--- config.mk ---
export PLATFORM = sky130hd
export DESIGN_NAME = uart_tx_dev
export DESIGN_NICKNAME = d
export VERILOG_FILES = /design/src/rtl/uart_tx_dev_pkg.sv /design/src/rtl/uart_tx_fifo.sv /design/src/rtl/uart_tx_dev.sv
export SDC_FILE = /design/constraint.sdc
export NUM_CORES = 1
export LEC_CHECK = 0
export ABC_AREA = 1
export BUFFER_PORTS_ARGS = -buffer_cell sky130_fd_sc_hd__buf_2
export CORE_ASPECT_RATIO = 1.2
export CORE_UTILIZATION = 35
export CTS_BUF_LIST = sky130_fd_sc_hd__clkbuf_8
export CTS_CLUSTER_DIAMETER = 40
export DETAILED_ROUTE_END_ITERATION = 7
export GPL_TIMING_DRIVEN = 0
export PLACE_DENSITY = 0.63
export SLEW_MARGIN = 20
export SYNTH_ARGS = -nofsm -noshare
export SYNTH_HDL_FRONTEND = slang
export SYNTH_HIERARCHICAL = 1
export SYNTH_SLANG_ARGS = --single-unit
--- constraint.sdc ---
create_clock -name clk -period 3.51 [get_ports clk]
set_input_delay 0.5265 -clock clk [delete_from_list [all_inputs] [get_ports clk]]
set_output_delay 0.5265 -clock clk [all_outputs]
set_load 0.02 [all_outputs]
--- src/rtl/uart_tx_dev_pkg.sv ---
// Shared definitions for the UART transmitter peripheral: register offsets,
// STATUS/CTRL bit positions, TX state encoding and reset divisor.
package uart_tx_dev_pkg;

   localparam logic [1:0] UART_DATA   = 2'd0;
   localparam logic [1:0] UART_STATUS = 2'd1;
   localparam logic [1:0] UART_CTRL   = 2'd2;
   localparam logic [1:0] UART_DIV    = 2'd3;

   localparam int STAT_BUSY  = 0;
   localparam int STAT_FULL  = 1;
   localparam int STAT_EMPTY = 2;
   localparam int STAT_OVF   = 3;
   localparam int STAT_CNT   = 4;

   localparam int CTRL_EN     = 0;
   localparam int CTRL_IRQ_EN = 1;

   // 50 MHz / 115200 baud
   localparam logic [15:0] DIV_DEFAULT = 16'd434;

   typedef enum logic [1:0] {
      ST_IDLE  = 2'd0,
      ST_START = 2'd1,
      ST_DATA  = 2'd2,
      ST_STOP  = 2'd3
   } tx_state_e;

endpackage

--- src/rtl/uart_tx_fifo.sv ---
// Byte FIFO for the UART transmitter: circular buffer, power-of-two depth.
// A push into a full FIFO is still accepted when a pop happens in the same cycle.
module uart_tx_fifo #(
   parameter  int FIFO_DEPTH = 8,
   localparam int AW = $clog2(FIFO_DEPTH),
   localparam int CW = AW + 1
) (
   input  logic          clk,
   input  logic          reset,
   input  logic          push,
   input  logic [7:0]    din,
   input  logic          pop,
   output logic [7:0]    dout,
   output logic          full,
   output logic          empty,
   output logic [CW-1:0] count
);

   logic [7:0]    mem [FIFO_DEPTH];
   logic [AW-1:0] rd_ptr;
   logic [AW-1:0] wr_ptr;
   logic          do_push;
   logic          do_pop;

   assign full    = (count == CW'(FIFO_DEPTH));
   assign empty   = (count == '0);
   assign do_pop  = pop & ~empty;
   assign do_push = push & (~full | do_pop);
   assign dout    = mem[rd_ptr];

   always_ff @(posedge clk or negedge reset) begin
      if (!reset) begin
         rd_ptr <= '0;
         wr_ptr <= '0;
         count  <= '0;
         for (int i = 0; i < FIFO_DEPTH; i++) mem[i] <= '0;
      end else begin
         if (do_push) begin
            mem[wr_ptr] <= din;
            wr_ptr      <= wr_ptr + 1'b1;
         end
         if (do_pop) rd_ptr <= rd_ptr + 1'b1;
         if (do_push && !do_pop) count <= count + 1'b1;
         else if (do_pop && !do_push) count <= count - 1'b1;
      end
   end

endmodule

--- src/rtl/uart_tx_dev.sv ---
// Memory-mapped 8N1 UART transmitter: register file, byte FIFO, TX FSM and baud timer.
//   state    | meaning
//   ST_IDLE  | line high; pops the FIFO head when enabled and data is queued
//   ST_START | start bit (low) for one bit time
//   ST_DATA  | eight data bits, LSB first, one bit time each
//   ST_STOP  | stop bit (high) for one bit time
module uart_tx_dev #(
   parameter int          FIFO_DEPTH  = 8,
   parameter logic [15:0] DIV_DEFAULT = uart_tx_dev_pkg::DIV_DEFAULT
) (
   input  logic        clk,
   input  logic        reset,
   input  logic [31:2] Addr,
   input  logic        WE,
   input  logic [31:0] Din,
   output logic [31:0] Dout,
   output logic        txd,
   output logic        IRQ
);
   import uart_tx_dev_pkg::*;

   localparam int CW = $clog2(FIFO_DEPTH) + 1;

   tx_state_e     state, state_d;
   logic [7:0]    shifter, shifter_d;
   logic [2:0]    bit_cnt, bit_cnt_d;
   logic [15:0]   baud_cnt, baud_cnt_d;
   logic [15:0]   divisor, div_eff;
   logic          ctrl_en, ctrl_irq_en, overflow;
   logic          txd_d, bit_end;
   logic          fifo_pop, fifo_full, fifo_empty;
   logic [7:0]    fifo_dout;
   logic [CW-1:0] fifo_count;
   logic [1:0]    reg_sel;
   logic          wr_data, wr_status, wr_ctrl, wr_div;
   logic          unused_bits;

   assign reg_sel     = Addr[3:2];
   assign wr_data     = WE & (reg_sel == UART_DATA);
   assign wr_status   = WE & (reg_sel == UART_STATUS);
   assign wr_ctrl     = WE & (reg_sel == UART_CTRL);
   assign wr_div      = WE & (reg_sel == UART_DIV);
   assign unused_bits = ^{Addr[31:4], Din[31:16]};

   uart_tx_fifo #(.FIFO_DEPTH(FIFO_DEPTH)) u_fifo (
      .clk   (clk),
      .reset (reset),
      .push  (wr_data),
      .din   (Din[7:0]),
      .pop   (fifo_pop),
      .dout  (fifo_dout),
      .full  (fifo_full),
      .empty (fifo_empty),
      .count (fifo_count)
   );

   always_ff @(posedge clk or negedge reset) begin
      if (!reset) begin
         ctrl_en     <= 1'b0;
         ctrl_irq_en <= 1'b0;
         divisor     <= DIV_DEFAULT;
         overflow    <= 1'b0;
      end else begin
         if (wr_ctrl) begin
            ctrl_en     <= Din[CTRL_EN];
            ctrl_irq_en <= Din[CTRL_IRQ_EN];
         end
         if (wr_div) divisor <= Din[15:0];
         if (wr_status) overflow <= 1'b0;
         else if (wr_data && fifo_full && !fifo_pop) overflow <= 1'b1;
      end
   end

   // Divisor is compared live, so >= ends the bit promptly if it shrinks mid-bit.
   assign div_eff = (divisor == 16'd0) ? 16'd1 : divisor;
   assign bit_end = (baud_cnt >= div_eff - 16'd1);

   always_comb begin
      state_d    = state;
      shifter_d  = shifter;
      bit_cnt_d  = bit_cnt;
      baud_cnt_d = baud_cnt;
      fifo_pop   = 1'b0;
      if (state != ST_IDLE) baud_cnt_d = bit_end ? 16'd0 : baud_cnt + 16'd1;
      case (state)
         ST_IDLE: begin
            if (ctrl_en && !fifo_empty) begin
               fifo_pop   = 1'b1;
               shifter_d  = fifo_dout;
               baud_cnt_d = 16'd0;
               bit_cnt_d  = 3'd0;
               state_d    = ST_START;
            end
         end
         ST_START: if (bit_end) state_d = ST_DATA;
         ST_DATA: begin
            if (bit_end) begin
               shifter_d = {1'b0, shifter[7:1]};
               bit_cnt_d = bit_cnt + 3'd1;
               if (bit_cnt == 3'd7) state_d = ST_STOP;
            end
         end
         ST_STOP: if (bit_end) state_d = ST_IDLE;
         default: state_d = ST_IDLE;
      endcase
      // txd is registered from the next state so the line never glitches.
      txd_d = 1'b1;
      if (state_d == ST_START) txd_d = 1'b0;
      else if (state_d == ST_DATA) txd_d = shifter_d[0];
   end

   always_ff @(posedge clk or negedge reset) begin
      if (!reset) begin
         state    <= ST_IDLE;
         shifter  <= 8'd0;
         bit_cnt  <= 3'd0;
         baud_cnt <= 16'd0;
         txd      <= 1'b1;
      end else begin
         state    <= state_d;
         shifter  <= shifter_d;
         bit_cnt  <= bit_cnt_d;
         baud_cnt <= baud_cnt_d;
         txd      <= txd_d;
      end
   end

   assign IRQ = ctrl_irq_en & ctrl_en & fifo_empty & (state == ST_IDLE);

   always_comb begin
      Dout = 32'd0;
      case (reg_sel)
         UART_STATUS: begin
            Dout[STAT_BUSY]       = (state != ST_IDLE);
            Dout[STAT_FULL]       = fifo_full;
            Dout[STAT_EMPTY]      = fifo_empty;
            Dout[STAT_OVF]        = overflow;
            Dout[STAT_CNT +: CW]  = fifo_count;
         end
         UART_CTRL: Dout[1:0]  = {ctrl_irq_en, ctrl_en};
         UART_DIV:  Dout[15:0] = divisor;
         default:   Dout = 32'd0;
      endcase
   end

endmodule

## Yosys cells after proc, flatten, opt, wreduce, memory -nomap -nowiden

Index checks and enable logic that the tools add are counted.

- Input port bits: 65
- Register bits after elaboration: 123
- Word-level logic and storage cells: 111
- Output and inout port bits: 34

- Reduce and logical (&&, ||, !) cells: 19
- Add/subtract/negate cells: 7
- Bitwise gates (word level): 14
- Mux-type cells: 34
- Equal/unequal tests: 12
- Order comparisons: 4

Operators with widths:

| cell | count |
|---|---|
| 16-bit two-way mux | 5 |
| 64-bit bitwise mux | 1 |
| 8-bit two-way mux | 6 |
| 8-bit binary-select mux with 3-bit select | 1 |
| 8-bit demux with 3-bit select | 1 |
| 16-bit by 1-bit adder with 16-bit output (second input constant) | 1 |
| 16-bit greater-or-equal comparator | 1 |
| 16-bit logical NOT | 1 |
| 8-bit case mux with 2 select lines | 1 |
| 16-bit by 1-bit subtractor with 16-bit output (second input constant) | 1 |
| 6-bit case mux with 2 select lines | 1 |
| 2-bit == test (second input constant) | 5 |
| 2-bit two-way mux | 5 |
| 3-bit by 1-bit adder with 3-bit output (second input constant) | 3 |
| 1-bit AND | 9 |
| 4-bit greater-or-equal comparator (second input constant) | 2 |
| 4-bit two-way mux | 2 |
| 3-bit inverter with 4-bit output | 2 |
| 2-bit case mux with 4 select lines | 1 |
| 2-bit nonzero test | 4 |
| 2-bit by 1-bit == test with 1-bit output (second input constant) | 3 |
| 1-bit logical AND | 6 |
| 1-bit two-way mux | 6 |
| 3-bit two-way mux | 2 |
| 14 further kinds | 20 |

## Logic depth before layout (Yosys ltp)

- Depth in word-level cells: 12
- Depth in mapped cells: 23
- Gate-level depth less buffers: 23

## Modules after synthesis

The synthesis kept the hierarchy.

By module, submodules not included:

| module | seq. area each (um^2) | area each (um^2) | instances | cells an instance |
|---|---|---|---|---|
| uart_tx_fifo | 1851.8 | 4015.1 | 1 | 518 |
| uart_tx_dev | 1233.7 | 3191.8 | 1 | 406 |

## Worst setup path after synthesis

No wires, ideal clock.

- Path type: register to register
- Start: register divisor[5]
- End: register shifter[4]
- Clock period less this slack: 3.193 ns
- Stages on the path, launching flop included: 22
- Library setup time: 0.124 ns
- Data required time: 3.386 ns
- Data arrival time: 3.069 ns
- Path buffers: 0
- Slack: 0.317 ns
- Path through: dfstp_2 nor2_1 nand3_1 nor2_1 a31oi_1 ha_1 nand2_1 nor2_1 nand3_1 nor3_1 xor2_1 inv_1 ha_1 nand2_1 nor3_1 nand2_1 nand2_2 nand2_1 nand2_1 inv_2 a22oi_1 nand2_1

- Longest elaborated chain between the ends: 6

Ends and longest elaborated chain:

| item | RTL line | RTL |
|---|---|---|
| from (decl) | uart_tx_dev.sv:28 | `logic [15:0] divisor, div_eff;` |
| from (signal assigned) | uart_tx_dev.sv:68 | `if (wr_div) divisor <= Din[15:0];` |
| 16-bit logical NOT | uart_tx_dev.sv:75 | `assign div_eff = (divisor == 16'd0) ? 16'd1 : divisor;` |
| 16-bit two-way mux * | uart_tx_dev.sv:75 |  |
| 16-bit by 1-bit subtractor with 16-bit output * | uart_tx_dev.sv:76 | `assign bit_end = (baud_cnt >= div_eff - 16'd1);` |
| 16-bit greater-or-equal comparator * | uart_tx_dev.sv:76 |  |
| 2-bit inequality test (no line) * | - |  |
| 3-bit AND reduction (no line) * | - |  |
| to (signal assigned) | uart_tx_dev.sv:121 | `shifter <= shifter_d;` |
| to (decl) | uart_tx_dev.sv:25 | `logic [7:0] shifter, shifter_d;` |

Every way passes the cells marked *; elsewhere a longest branch is shown, timed or not.
A chain may end at the register's enable or synchronous reset.

## Worst setup path after layout

- Start: register divisor[8]
- End: register txd

- Longest elaborated chain between the ends: 9
- Elaborated cells between the ends (all ways): 14
- Those cells by class: 1 x add/sub; 1 x order compare; 2 x eq/ne; 9 x mux; 1 x reduce/logical

Ends and longest elaborated chain:

| item | RTL line | RTL |
|---|---|---|
| 16-bit logical NOT | uart_tx_dev.sv:75 |  |
| 16-bit two-way mux * | uart_tx_dev.sv:75 |  |
| 16-bit by 1-bit subtractor with 16-bit output * | uart_tx_dev.sv:76 |  |
| 16-bit greater-or-equal comparator * | uart_tx_dev.sv:76 |  |
| 2-bit two-way mux, on equally long branches | uart_tx_dev.sv:103, uart_tx_dev.sv:95, uart_tx_dev.sv:97 |  |
| 2-bit case mux with 4 select lines * | uart_tx_dev.sv:85 | `case (state)` |
| net state_d[1] | uart_tx_dev.sv:24 | `tx_state_e state, state_d;` |
| 2-bit == test | uart_tx_dev.sv:109 | `else if (state_d == ST_DATA) txd_d = shifter_d[0];` |
| 1-bit two-way mux | uart_tx_dev.sv:109 |  |
| 1-bit two-way mux * | uart_tx_dev.sv:108 | `if (state_d == ST_START) txd_d = 1'b0;` |
| net txd_d | uart_tx_dev.sv:30 | `logic txd_d, bit_end;` |
| to (signal assigned) | uart_tx_dev.sv:124 | `txd <= txd_d;` |
| to (decl) | uart_tx_dev.sv:17 | `output logic txd,` |

The timed path passes the listed nets; every way through them passes the cells marked *. The select of a mux whose other input is x is not followed.

==> flow_summary.html <==
<table>
<tr><th>Metric</th><th>Value</th></tr>
<tr><th colspan="2">Outcome</th></tr>
<tr><td>Outcome</td><td>complete, no violations</td></tr>
<tr><th colspan="2">Timing</th></tr>
<tr><td>Final critical-path required period</td><td>3310 ps</td></tr>
<tr><td>Worst hold slack</td><td>333 ps</td></tr>
<tr><td>Number of pins exceeding their max-slew limit in the final report</td><td>0</td></tr>
<tr><td>Tcrit/Tclk final</td><td>94.4%</td></tr>
<tr><td>Worst Skew</td><td>14.5 ps</td></tr>
<tr><td>RSZ-0062 raised after global routing</td><td>yes</td></tr>
<tr><td>Worst Slack Setup Final</td><td>197 ps</td></tr>
<tr><td>Upper clock frequency limit</td><td>0.302 GHz</td></tr>
<tr><td>Number of failing setup endpoints in the final timing report</td><td>0</td></tr>
<tr><td>Final Hold Violating Endpoints</td><td>0</td></tr>
<tr><td>Max-slew headroom</td><td>64.2%</td></tr>
<tr><td>Least-Margin Pin Slew</td><td>536 ps</td></tr>
<tr><th colspan="2">Critical path</th></tr>
<tr><td>Crit Path Category</td><td>reg -&gt; reg</td></tr>
<tr><td>Worst Path Max Fanout</td><td>4</td></tr>
<tr><td>Type of origin of the critical path</td><td>flip-flop</td></tr>
<tr><td>Data arrival time of the critical path</td><td>3690 ps</td></tr>
<tr><td>Cell with the biggest individual delay on the critical path</td><td>sky130_fd_sc_hd__dfstp_2</td></tr>
<tr><td>Worst EP required</td><td>3880 ps</td></tr>
<tr><td>Critical Path End Type</td><td>flip-flop</td></tr>
<tr><td>Crit-path most repeated cell</td><td>sky130_fd_sc_hd__nand2_1</td></tr>
<tr><td>CP cell instances</td><td>nor2_4, nand2_1, nor2_2, a31oi_2, ha_2, nand2_2, nor2_4, nand3_4, nor3_4, xor2_1, inv_1, ha_4, nand2_2, o21ai_1, a21oi_2, nand2_4, buf_4, nand2_1, nand2_1, nand2_2, nand2_1, nor2_1, nor2_1</td></tr>
<tr><td>Max incr delay on CP</td><td>560 ps</td></tr>
<tr><th colspan="2">Synthesis</th></tr>
<tr><td>Post-synth EDFFs</td><td>0</td></tr>
<tr><td>Fraction of the mapped netlist area in simple logic gates</td><td>34.0%</td></tr>
<tr><td>FFs w/ async S/R, synth</td><td>100%</td></tr>
<tr><td>Proportion of synthesized area in mux cells</td><td>0.469%</td></tr>
<tr><td>Cell taking the most area after synthesis</td><td>sky130_fd_sc_hd__dfrtp_1</td></tr>
<tr><td>Sequential cell area fraction in the yosys report</td><td>42.8%</td></tr>
<tr><td>Number of library cell types mapped by synthesis</td><td>45</td></tr>
<tr><td>Most used standard cells in the synthesized netlist</td><td>288 x sky130_fd_sc_hd__nand2_1, 117 x sky130_fd_sc_hd__dfrtp_1, 102 x sky130_fd_sc_hd__nor2_1</td></tr>
<tr><td>Post-synthesis adder-cell area fraction</td><td>4.62%</td></tr>
<tr><td>XOR/XNOR Fraction of Synth Area</td><td>2.80%</td></tr>
<tr><td>Share of the synthesized area in compound gates (AO/OA/AOI/OAI)</td><td>6.61%</td></tr>
<tr><td>Number of synthesized register bits</td><td>123</td></tr>
<tr><td>Most repeated cell in the gate-level netlist after synthesis</td><td>sky130_fd_sc_hd__nand2_1</td></tr>
<tr><td>Cells after Synth</td><td>924</td></tr>
<tr><td>Top cells by area in the synthesized netlist</td><td>sky130_fd_sc_hd__dfrtp_1 41%, sky130_fd_sc_hd__nand2_1 15%, sky130_fd_sc_hd__nand4_1 6.0%</td></tr>
<tr><td>Post-synth top area share</td><td>40.6%</td></tr>
<tr><td>Total of warnings raised by yosys</td><td>6</td></tr>
<tr><td>Total standard cell area after synthesis</td><td>7210 um^2</td></tr>
<tr><td>Combinational family with the most area after synthesis</td><td>simple AND/OR/NAND/NOR gates</td></tr>
<tr><td>Mean Syn Cell Area</td><td>7.80 um^2</td></tr>
<tr><td>Main flop type after synthesis</td><td>sky130_fd_sc_hd__dfrtp_1</td></tr>
<tr><th colspan="2">Clock tree</th></tr>
<tr><td>Clock Pin Slew Worst Setup and Hold Paths</td><td>70 ps</td></tr>
<tr><td>Number of clock buffers inserted by TritonCTS</td><td>17</td></tr>
<tr><td>Clock insertion delay at the later pin of the skew report</td><td>440 ps</td></tr>
<tr><td>Count of clock tree sinks</td><td>123</td></tr>
<tr><td>Buffer depth of the longest clock path</td><td>2</td></tr>
<tr><td>CTS tree</td><td>yes</td></tr>
<tr><td>Number of levels in the clock H-tree</td><td>4</td></tr>
<tr><td>Clock root cell</td><td>sky130_fd_sc_hd__clkbuf_8</td></tr>
<tr><th colspan="2">Die</th></tr>
<tr><td>Die Footprint</td><td>21200 um^2</td></tr>
<tr><td>X dimension of the die</td><td>133 um</td></tr>
<tr><td>Die Ht</td><td>159 um</td></tr>
<tr><td>Starting density of the core</td><td>35.7%</td></tr>
<tr><td>Io pins</td><td>99</td></tr>
<tr><td>Number of cell rows</td><td>57</td></tr>
<tr><td>Placeable Area</td><td>20200 um^2</td></tr>
<tr><th colspan="2">Global routing</th></tr>
<tr><td>Overall fraction of global-route tracks in use</td><td>19.2%</td></tr>
<tr><td>First-pass GRT wire length</td><td>31600 um</td></tr>
<tr><td>Initial antenna violation count</td><td>0</td></tr>
<tr><td>Via count of the first global-routing pass</td><td>6073</td></tr>
<tr><td>Largest net degree at the start of global routing</td><td>96</td></tr>
<tr><td>Leftover overflow at the end of global routing</td><td>0</td></tr>
<tr><th colspan="2">Finish</th></tr>
<tr><td>Net total in the final layout</td><td>1103</td></tr>
<tr><td>Fill count</td><td>2080</td></tr>
<tr><td>Ratio of cells with drive above 1 in the final layout</td><td>20.5%</td></tr>
<tr><td>Layout overhead on the synthesized area</td><td>17.1%</td></tr>
<tr><td>Diode count</td><td>0</td></tr>
<tr><td>Total area of multi-input combinational cells</td><td>3680 um^2</td></tr>
<tr><td>Reg area</td><td>3090 um^2</td></tr>
<tr><th colspan="2">Placed design</th></tr>
<tr><td>Count of port buffers added during placement</td><td>38</td></tr>
<tr><td>Global placement routability congestion</td><td>0.862</td></tr>
<tr><td>Setup slack at placement</td><td>-526 ps</td></tr>
<tr><td>Post-DP HPWL</td><td>13900 um</td></tr>
<tr><th colspan="2">Detailed routing</th></tr>
<tr><td>DRT antenna net count</td><td>0</td></tr>
<tr><td>TritonRoute pass-1 iters</td><td>5</td></tr>
<tr><td>Drt initial violations</td><td>525</td></tr>
<tr><td>Via count of the routed design</td><td>6320</td></tr>
<tr><td>Number of DRC violations after detailed routing</td><td>0</td></tr>
<tr><td>Final wirelength</td><td>19400 um</td></tr>
<tr><td>Routed via count divided by cell count</td><td>4.90</td></tr>
<tr><td>Routed length per instance</td><td>15.1 um</td></tr>
<tr><th colspan="2">Power and ir drop</th></tr>
<tr><td>Leakage power</td><td>0.00437 uW</td></tr>
<tr><td>Largest vdd supply drop</td><td>0.000414 V</td></tr>
<tr><td>Ratio of total power to cell area</td><td>675 nW/um^2</td></tr>
<tr><th colspan="2">Worst hold path</th></tr>
<tr><td>Worst min-delay path category</td><td>in -&gt; reg</td></tr>
<tr><th colspan="2">Run</th></tr>
<tr><td>Number of max-cap violations</td><td>0</td></tr>
</table>
## through the flow
stage,total power [uW],std cells,instance area [um^2],util (%),setup TNS [ps]
global placement,4390,1242,7780,38.6,-9140
finish,5700,1290,8440,41.8,0
detailed placement,4450,1243,7820,38.8,-10810
CTS,5690,1285,8330,41.2,0
floorplan,3840,939,7260,-,0
global route,6170,1290,8440,41.8,-66.9
## worst max-delay path, delay by kind of cell, from the launching register on
family                     cells  cell delay (ps)
xor gates and xnor gates       1              160
buffers and inverters          2              240
AOI/OAI and AO/OA              3              500
and+or+nand+nor               15             1300
DFF                            1              560
adders and majority gates      2              450
## sequential cells by signal, indices dropped and copies added, names as in the netlist
name	count
divisor	16
txd	1
shifter	8
ctrl_irq_en	1
u_fifo/mem	64
baud_cnt	16
state	2
ctrl_en	1
overflow	1
u_fifo/rd_ptr	3
bit_cnt	3
u_fifo/wr_ptr	3
u_fifo/count	4
## power by group
part | leakage, uW | total (uW) | internal (uW) | switching [uW]
Clock | 0.000210 | 1190 | 619 | 568
Sequential | 0.00158 | 2230 | 1880 | 356
Combinational | 0.00258 | 2280 | 818 | 1460
## path summary, 6_finish.rpt
check,start,end,slack [ps],depth (start not counted)
min in group asynchronous,reset,baud_cnt[10]$_DFF_PN0_,520,2
max in group asynchronous,reset,overflow$_DFFE_PN0P_,2230,3
hold reg to reg,u_fifo/mem[25]$_DFFE_PN0P_,u_fifo/mem[25]$_DFFE_PN0P_,470,2
setup reg to reg,divisor[8]$_DFFE_PN1P_,txd$_DFF_PN1_,200,23
hold / removal,Din[9],divisor[9]$_DFFE_PN0P_,330,3
setup / recovery,divisor[8]$_DFFE_PN1P_,txd$_DFF_PN1_,200,23
## logic make-up (layout without fill, tap and decap cells)
group | count (synthesis) | in the layout
AOI/OAI and AO/OA | 87 | 87
xor gates and xnor gates | 23 | 23
adders and majority gates | 26 | 26
buffers and inverters | 125 | 211
DFF | 123 | 123
muxes | 3 | 3
other | 1 | 16
and+or+nand+nor | 536 | 536
## per-layer routing
layer,vias to the layer above,GRT usage [%],share of wire (%)
met5,-,0,0
met4,0,6.74,2.1
met1,2960,24.1,44
met2,169,32.0,49
li1,3168,-,-
met3,23,4.46,4.8
## what timing repair did
action / 4_1_cts / 5_1_grt
hold buffers: 1 / 0
hold endpoints to repair: 25 / 0
gates resized for setup: 16 / 21
endpoints found under the setup margin: 30 / 31
pin swaps: 8 / 11
buffers inserted: 9 / 5
## cell usage in the layout, fill, tap and decap left out, drive strengths merged, types with 6 or more instances in the layout
cell type and count:
a21oi 27, buf 103, clkbuf 28, clkinv 6, conb 16, dfrtp 117
dfstp 6, ha 25, inv 72, nand2 294, nand3 36, nand4 69
nor2 120, nor3 8, o21ai 48, xnor2 7, xor2 16
## cell type report
| type | instances | share of cell area [%] |
|---|---|---|
| Multi-Input combinational cell | 691 | 43.6 |
| Inverter | 68 | 3.08 |
| Sequential cell | 123 | 36.5 |
| Clock buffer | 21 | 3.42 |
| Tap cell | 265 | 3.93 |
| Timing Repair Buffer | 54 | 4.06 |
| Buffer | 57 | 4.37 |
| Clock inverter | 11 | 0.934 |
Note: power is estimated with default switching activity, not from simulation.
